--- src/rtl/ps2_host_transmitter.sv ---
// PS/2 host-to-device transmitter: inhibits the bus, requests to send, then shifts one
// command byte out on device-generated clock edges and checks the device acknowledge.
module ps2_host_transmitter #(
    parameter int INHIBIT_CYCLES = 5000,
    parameter int TIMEOUT_CYCLES = 750000
) (
    input  logic       Clock,
    input  logic       Reset,
    input  logic       iStart,
    input  logic [7:0] iData,
    input  logic       iPS2_CLK,
    input  logic       iPS2_DATA,
    output logic       oPS2_CLK_OE,
    output logic       oPS2_DATA_OE,
    output logic       oBusy,
    output logic       oDone,
    output logic       oError
);

    localparam int TO_W = $clog2(TIMEOUT_CYCLES + 1);
    localparam int IN_W = $clog2(INHIBIT_CYCLES + 1);
    localparam logic [TO_W-1:0] TO_LAST = TO_W'(TIMEOUT_CYCLES - 1);
    localparam logic [IN_W-1:0] IN_LAST = IN_W'(INHIBIT_CYCLES - 1);

    typedef enum logic [2:0] {
        S_IDLE,
        S_INHIBIT,
        S_REQ,
        S_SHIFT,
        S_ACK,
        S_WAIT_IDLE,
        S_DONE
    } state_t;

    state_t          state;
    logic [7:0]      data_q;
    logic            parity_q;
    logic [3:0]      bit_idx;
    logic [IN_W-1:0] inhibit_cnt;
    logic [TO_W-1:0] timeout_cnt;
    logic            ack_missing;

    logic clk_meta, clk_sync, clk_prev;
    logic data_meta, data_sync;

    // Idle bus level is high, so presetting the chains avoids a false edge after reset.
    always_ff @(posedge Clock or posedge Reset) begin
        if (Reset) begin
            clk_meta  <= 1'b1;
            clk_sync  <= 1'b1;
            clk_prev  <= 1'b1;
            data_meta <= 1'b1;
            data_sync <= 1'b1;
        end else begin
            // NOTE: sequential state uses non-blocking assignments so every flop samples
            // the pre-edge value of its neighbour; blocking here would collapse the chain.
            clk_meta  <= iPS2_CLK;
            clk_sync  <= clk_meta;
            clk_prev  <= clk_sync;
            data_meta <= iPS2_DATA;
            data_sync <= data_meta;
        end
    end

    logic ps2_fe;
    logic lines_idle;
    logic watching;
    logic abort;

    assign ps2_fe     = clk_prev & ~clk_sync;
    assign lines_idle = clk_sync & data_sync;
    assign watching   = (state == S_SHIFT) || (state == S_ACK) || (state == S_WAIT_IDLE);
    // Completion in WAIT_IDLE wins over a timeout landing in the same cycle.
    assign abort      = watching && !ps2_fe && (timeout_cnt == TO_LAST)
                        && !((state == S_WAIT_IDLE) && lines_idle);

    always_ff @(posedge Clock or posedge Reset) begin
        if (Reset) begin
            state        <= S_IDLE;
            data_q       <= '0;
            parity_q     <= 1'b0;
            bit_idx      <= '0;
            inhibit_cnt  <= '0;
            timeout_cnt  <= '0;
            ack_missing  <= 1'b0;
            oPS2_CLK_OE  <= 1'b0;
            oPS2_DATA_OE <= 1'b0;
            oBusy        <= 1'b0;
            oDone        <= 1'b0;
            oError       <= 1'b0;
        end else begin
            if (watching) begin
                if (ps2_fe) begin
                    timeout_cnt <= '0;
                end else if (timeout_cnt != TO_LAST) begin
                    timeout_cnt <= timeout_cnt + 1'b1;
                end
            end

            case (state)
                // DONE already shows oBusy=0, so it accepts a new request just like IDLE.
                S_IDLE, S_DONE: begin
                    oDone <= 1'b0;
                    state <= S_IDLE;
                    if (iStart) begin
                        data_q      <= iData;
                        parity_q    <= ~^iData;
                        oError      <= 1'b0;
                        oBusy       <= 1'b1;
                        oPS2_CLK_OE <= 1'b1;
                        inhibit_cnt <= '0;
                        state       <= S_INHIBIT;
                    end
                end

                S_INHIBIT: begin
                    if (inhibit_cnt == IN_LAST) begin
                        oPS2_DATA_OE <= 1'b1;
                        state        <= S_REQ;
                    end else begin
                        inhibit_cnt <= inhibit_cnt + 1'b1;
                    end
                end

                S_REQ: begin
                    oPS2_CLK_OE <= 1'b0;
                    bit_idx     <= '0;
                    timeout_cnt <= '0;
                    state       <= S_SHIFT;
                end

                // Data is changed on device falling edges; the device samples on rising edges.
                S_SHIFT: begin
                    if (ps2_fe) begin
                        bit_idx <= bit_idx + 1'b1;
                        if (bit_idx < 4'd8) begin
                            oPS2_DATA_OE <= ~data_q[bit_idx[2:0]];
                        end else if (bit_idx == 4'd8) begin
                            oPS2_DATA_OE <= ~parity_q;
                        end else begin
                            oPS2_DATA_OE <= 1'b0;
                            state        <= S_ACK;
                        end
                    end
                end

                S_ACK: begin
                    if (ps2_fe) begin
                        ack_missing <= data_sync;
                        state       <= S_WAIT_IDLE;
                    end
                end

                S_WAIT_IDLE: begin
                    if (lines_idle) begin
                        oBusy  <= 1'b0;
                        oDone  <= 1'b1;
                        oError <= ack_missing;
                        state  <= S_DONE;
                    end
                end

                default: state <= S_IDLE;
            endcase

            if (abort) begin
                oPS2_CLK_OE  <= 1'b0;
                oPS2_DATA_OE <= 1'b0;
                oBusy        <= 1'b0;
                oDone        <= 1'b1;
                oError       <= 1'b1;
                state        <= S_DONE;
            end
        end
    end

endmodule

--- config.mk ---
export PLATFORM = sky130hd
export DESIGN_NAME = ps2_host_transmitter
export DESIGN_NICKNAME = d
export VERILOG_FILES = /design/src/rtl/ps2_host_transmitter.sv
export SDC_FILE = /design/constraint.sdc
export NUM_CORES = 1
export LEC_CHECK = 0
export CORE_MARGIN = 2
export CORE_UTILIZATION = 50
export DETAILED_ROUTE_END_ITERATION = 7
export GPL_ROUTABILITY_DRIVEN = 0
export PLACE_DENSITY = 0.72
export SLEW_MARGIN = 10
export SYNTH_ARGS = -nofsm -noshare
export SYNTH_HDL_FRONTEND = slang
export SYNTH_SLANG_ARGS = --single-unit
export TNS_END_PERCENT = 20
--- constraint.sdc ---
create_clock -name Clock -period 2.5 [get_ports Clock]
set_clock_uncertainty 0.15 [all_clocks]
set_input_delay 0.5 -clock Clock [delete_from_list [all_inputs] [get_ports Clock]]
set_output_delay 0.5 -clock Clock [all_outputs]
set_load 0.01 [all_outputs]
### Word-level counts from Yosys, hierarchy flattened

Cells that the tools add are included.

* register bits after elaboration: 60
* input bits: 13
* output and inout bits: 5
* logic and storage cells: 114

* add/sub/neg operators: 3
* magnitude comparators: 2
* eq/ne operators: 20
* mux-type cells: 39
* bitwise operators: 5
* reduce and logical (&&, ||, !) cells: 28

Operators by type and width (number)
* $mux 20: 4
* $mux 13: 2
* $pmux 13 s2: 1
* $mux 3: 7
* $ne 3x3->1 const B: 7
* $add 20x1->20 const B: 1
* $eq 20x20->1 const B: 1
* $ne 20x20->1 const B: 1
* $pmux 3 s6: 1
* $mux 1: 16
* $add 13x1->13 const B: 1
* $eq 13x13->1 const B: 1
* $reduce_and 2->1: 6
* $reduce_bool 3->1: 4
* $pmux 1 s2: 5
* $eq 3x3->1 const B: 3
* $reduce_and 3->1: 3
* $pmux 4 s2: 1
* $reduce_xnor 8->1: 1
* $eq 3x2->1 const B: 2
* $ne 2x2->1 const B: 3
* $reduce_and 6->1: 1
* $reduce_bool 2->1: 3
* $add 4x1->4 const B: 1
* other kinds (13): 21

### Depth between registers and ports, before layout

* word-level depth: 8
* gate-level depth with buffers: 8
* mapped depth without buffers: 7

### Worst setup path before layout

No wires, ideal clock.

* path type: reg2reg
* start: register inhibit_cnt[0]
* end: register inhibit_cnt[5]
* library setup time: 78 ps
* data arrival time: 1873 ps
* slack: 398 ps
* cell stages (with the launch flop): 8
* buffers on the path: 1
* clock period less this slack: 2102 ps
* cell sequence: dfrtp_1 ha_1 and4_4 and3_1 buf_6 a2bb2oi_2 or4_1 a21oi_1

* longest elaborated chain between the ends: 3
* elaborated cells between the ends (all ways): 6
* those cells by class: add/sub: 1; eq/ne: 2; mux: 2; reduce/logical: 1

RTL lines
* start, declared: RTL line 39 `logic [IN_W-1:0] inhibit_cnt;`
* start signal, assigned: RTL line 121 `inhibit_cnt <= inhibit_cnt + 1'b1;`
* $add 13x1->13 or $eq 13x13->1 (tied branches): RTL line 121, 117
* $mux 13 or $ne 2x2->1 (tied branches)
* $pmux 13 s2 or $reduce_and 3->1 (tied branches)

Several ways; a longest one is shown, not always the timed one. The select of a mux whose other input is x is not followed.
A chain may end at the register's enable or synchronous reset.

### Worst setup path in the final report

* start: register inhibit_cnt[0]
* end: register inhibit_cnt[9]

The elaborated chain is that of the path after synthesis.

==> run metrics <==
overall die height=between 80 and 90 µm; number of buffers added to fix hold violations after cts=0; total grt overflow=0; distinct cell type count after synthesis=57; CTS clock-pin slew for the worst setup and hold paths=0.07 ns; xor and xnor fraction of the mapped netlist area=5.118%; HPWL after detailed placement=around 4.7 mm; antenna diode count=0; most instantiated flip-flop cell in the synthesis netlist=sky130_fd_sc_hd__dfrtp_1; most frequent cells in the layout=55 x sky130_fd_sc_hd__dfrtp_1, 51 x sky130_fd_sc_hd__nand2_1, 25 x sky130_fd_sc_hd__o21ai_0, 23 x sky130_fd_sc_hd__nor2_1; initial antenna violation count=0; simple-gate area share of the yosys netlist=24.04%; TritonCTS clock tree=built; endpoint arrival time on the critical path=between 2 and 2.5 ns; Core ar.=6277 µm²; leakage=between 0.0015 and 0.002 µW; floorplan die width=84.34 µm; number of maximum-capacitance violations=0; Post-Synthesis Cell Area=3227 µm²; fraction of final layout cells with drive strength greater than 1=between 10 and 15%; Peak supply drop=561.5 µV; area enclosed by the die boundary=7112 µm²; number of top-level pins=18; post_cts resized=0; dominant combinational cell family by area after synthesis=simple AND/OR/NAND/NOR gates; max-slew violation count=0; critical path required time=2.62 ns; Adder-Cell Fraction of Synth Area=1.551%; crit path launch type=flop; floorplan row count=29; origin of the critical flop-to-flop path=inhibit_cnt[0]$_DFFE_PP0P_; share of flip-flops with an asynchronous set or reset=between 90% and 100%; fraction of the mapped netlist area in compound gates=between 10% and 20%; ANT nets after route=0; number of DRC markers after the initial detailed-route iteration=approximately 190; number of cells on the worst hold path=0; Post-CTS Repair Setup Buffers=0; Hold Crit Class=reg -> reg; CTS H-tree lvls=3; Via density=~5.9; DRT Pass-1 Iters=5; layout net count=379; Area growth syn-to-layout=15.39%; maximum number of pins on one net before global-route repair=52; Filler cells=584; share of synthesized area occupied by flip-flops and latches=46.72%; CTS Root Cell=sky130_fd_sc_hd__clkbuf_8; Mapped Avg Cell Area=about 9.6 µm²; highest achievable clock rate=430.1 MHz; remaining routing DRC violations=0; final hold violation count=0; detailed-route via count=2624; first-pass GRT wire length=~12 mm; end-of-flow core utilization=just under 60%; RSZ-0062 raised after global routing=false; setup slack, reg-to-reg=roughly 0.17 ns; setup TNS=0 ns; r2r worst-path depth=6; vias in the first global route=roughly 2500; flops & latches, synth=60; synthesized net count=354; Setup Viol. Count Final=0; insertion delay to the later sink of the worst-skew pair=approximately 0.35 ns; number of sinks handled by clock tree synthesis=60; initial core utilization=between 50% and 60%; critical path class=reg -> reg; Critical Path End=inhibit_cnt[9]$_DFFE_PP0P_; aggregate routed wire length=roughly 6.9 mm; Yosys warnings=0; maximum count of clock buffers along a single path=2; number of buffer cells added on primary ports=17; power density over the cells=933.4 nW/µm²; post-synthesis cell count=337; Tightest Pin Transition=approximately 0.54 ns; post-DR wirelength/cell=15.43 µm; crit path launch=inhibit_cnt[0]$_DFFE_PP0P_; most common cell after layout, fill and taps aside=sky130_fd_sc_hd__dfrtp_1; Tcrit/Tclk final=between 90% and 100%; destination of the worst register-to-register timing path=inhibit_cnt[9]$_DFFE_PP0P_; final critical-path required period=2.325 ns; number of buffers inserted during clock tree synthesis=9; run status=complete, no violations; worst slew slack as a fraction of its limit=63.78%; Critical Path End Type=flop; share of synthesized area spent on multiplexers=~2.8%; number of flops mapped to enable cells by yosys=0; GRT Total Usage=21.08%; Worst Path Max Fanout=13
==> metal layers <==
metal	part of all wire (%)	track usage [%]	routed length, µm	vias to the layer above
met2	46	31.24	3130	64
met5	0	0	0	-
met4	2.0	9.380	140	0
li1	-	-	-	1280
met3	4.8	3.343	326	12
met1	48	30.73	3255	1268
==> cell families (layout without fill, tap and decap cells) <==
logic type      count (synthesis)  in the layout
fa+ha+maj                       4              4
xor+xnor                       18             18
simple gates                  147            147
compound gates                 83             83
flops                          60             60
mux                             6              6
buf+inv                        19             49
==> Yosys cell counts (all sizes together), types with 2 or more instances <==
master	count	area share, %
a31oi	3	0.58
o41ai	4	1.1
mux2	4	1.4
nor4b	4	1.6
or3	4	0.78
o31ai	8	1.9
buf	10	2.1
clkbuf	4	0.47
nand3	14	2.2
and3	5	0.97
nand2	51	5.9
nand2b	6	1.2
o22ai	2	0.39
o21a	2	0.47
nor4	4	0.97
nor3	8	1.2
dfrtp	55	43
ha	4	1.6
a22o	5	1.4
or4	4	0.93
mux4	2	1.4
a21oi	17	2.6
a21o	2	0.47
and4	4	1.2
xor2	4	1.3
nor2	24	2.9
and4bb	2	0.78
inv	5	0.58
and2	6	1.2
dfstp	5	4.1
o21ai	30	4.7
xnor2	14	3.8
nand4	8	1.7
==> critical path, cell delays in order (launching register included) <==
cell and delay (ns):
sky130_fd_sc_hd__dfrtp_1 0.41, sky130_fd_sc_hd__ha_1 0.25, sky130_fd_sc_hd__and4_4 0.21, sky130_fd_sc_hd__and3_1 0.30, sky130_fd_sc_hd__a2bb2oi_2 0.25, sky130_fd_sc_hd__or4_1 0.53, sky130_fd_sc_hd__a21oi_1 0.15
==> worst min path at each step <==
stage                              startpoint                   to  slack [ns]
after detailed placement  data_meta$_DFF_PP1_  data_sync$_DFF_PP1_        0.20
after floorplan            clk_meta$_DFF_PP1_   clk_sync$_DFF_PP1_        0.20
final                     data_meta$_DFF_PP1_  data_sync$_DFF_PP1_        0.21
after global routing       clk_meta$_DFF_PP1_   clk_sync$_DFF_PP1_        0.21
after CTS                 data_meta$_DFF_PP1_  data_sync$_DFF_PP1_        0.21
after global placement    data_meta$_DFF_PP1_  data_sync$_DFF_PP1_        0.20
==> registers in the layout (all words and copies together) (netlist names), 3 cells and up <==
| register | cells |
|---|---|
| timeout_cnt | 20 |
| state | 3 |
| bit_idx | 4 |
| data_q | 8 |
| inhibit_cnt | 13 |
==> power breakdown <==
group	total [µW]	switching, µW	internal (µW)
clock network	973	385	588
logic	1110	608	502
registers	1390	218	1170
==> metrics by stage <==
stage | area, µm² | setup slack (ns) | hold WS (ns) | std cells | total power [µW]
finish | 3724 | 0.1749 | 0.2080 | 444 | 3476
global route | 3724 | 0.003850 | 0.2146 | 444 | 3713
CTS | 3724 | 0.1866 | 0.2096 | 444 | 3501
detailed placement | 3506 | 0.1867 | 0.1988 | 428 | 2517
global placement | 3506 | 0.2747 | 0.1968 | 428 | 2480
floorplan | 3227 | 0.3736 | 0.1952 | 337 | 2165
==> cell type report <==
cell class / instances / area [µm²] / share of cell area [%]
Multi-Input combinational cell: 258 / 1618 / 43.45
Sequential cell: 60 / 1508 / 40.49
Timing Repair Buffer: 28 / 265.3 / 7.124
Clock buffer: 12 / 145.1 / 3.898
Tap cell: 77 / 96.34 / 2.587
Clock inverter: 4 / 72.57 / 1.949
Inverter: 5 / 18.77 / 0.5040
No activity file was read; power rests on OpenSTA's default activity.
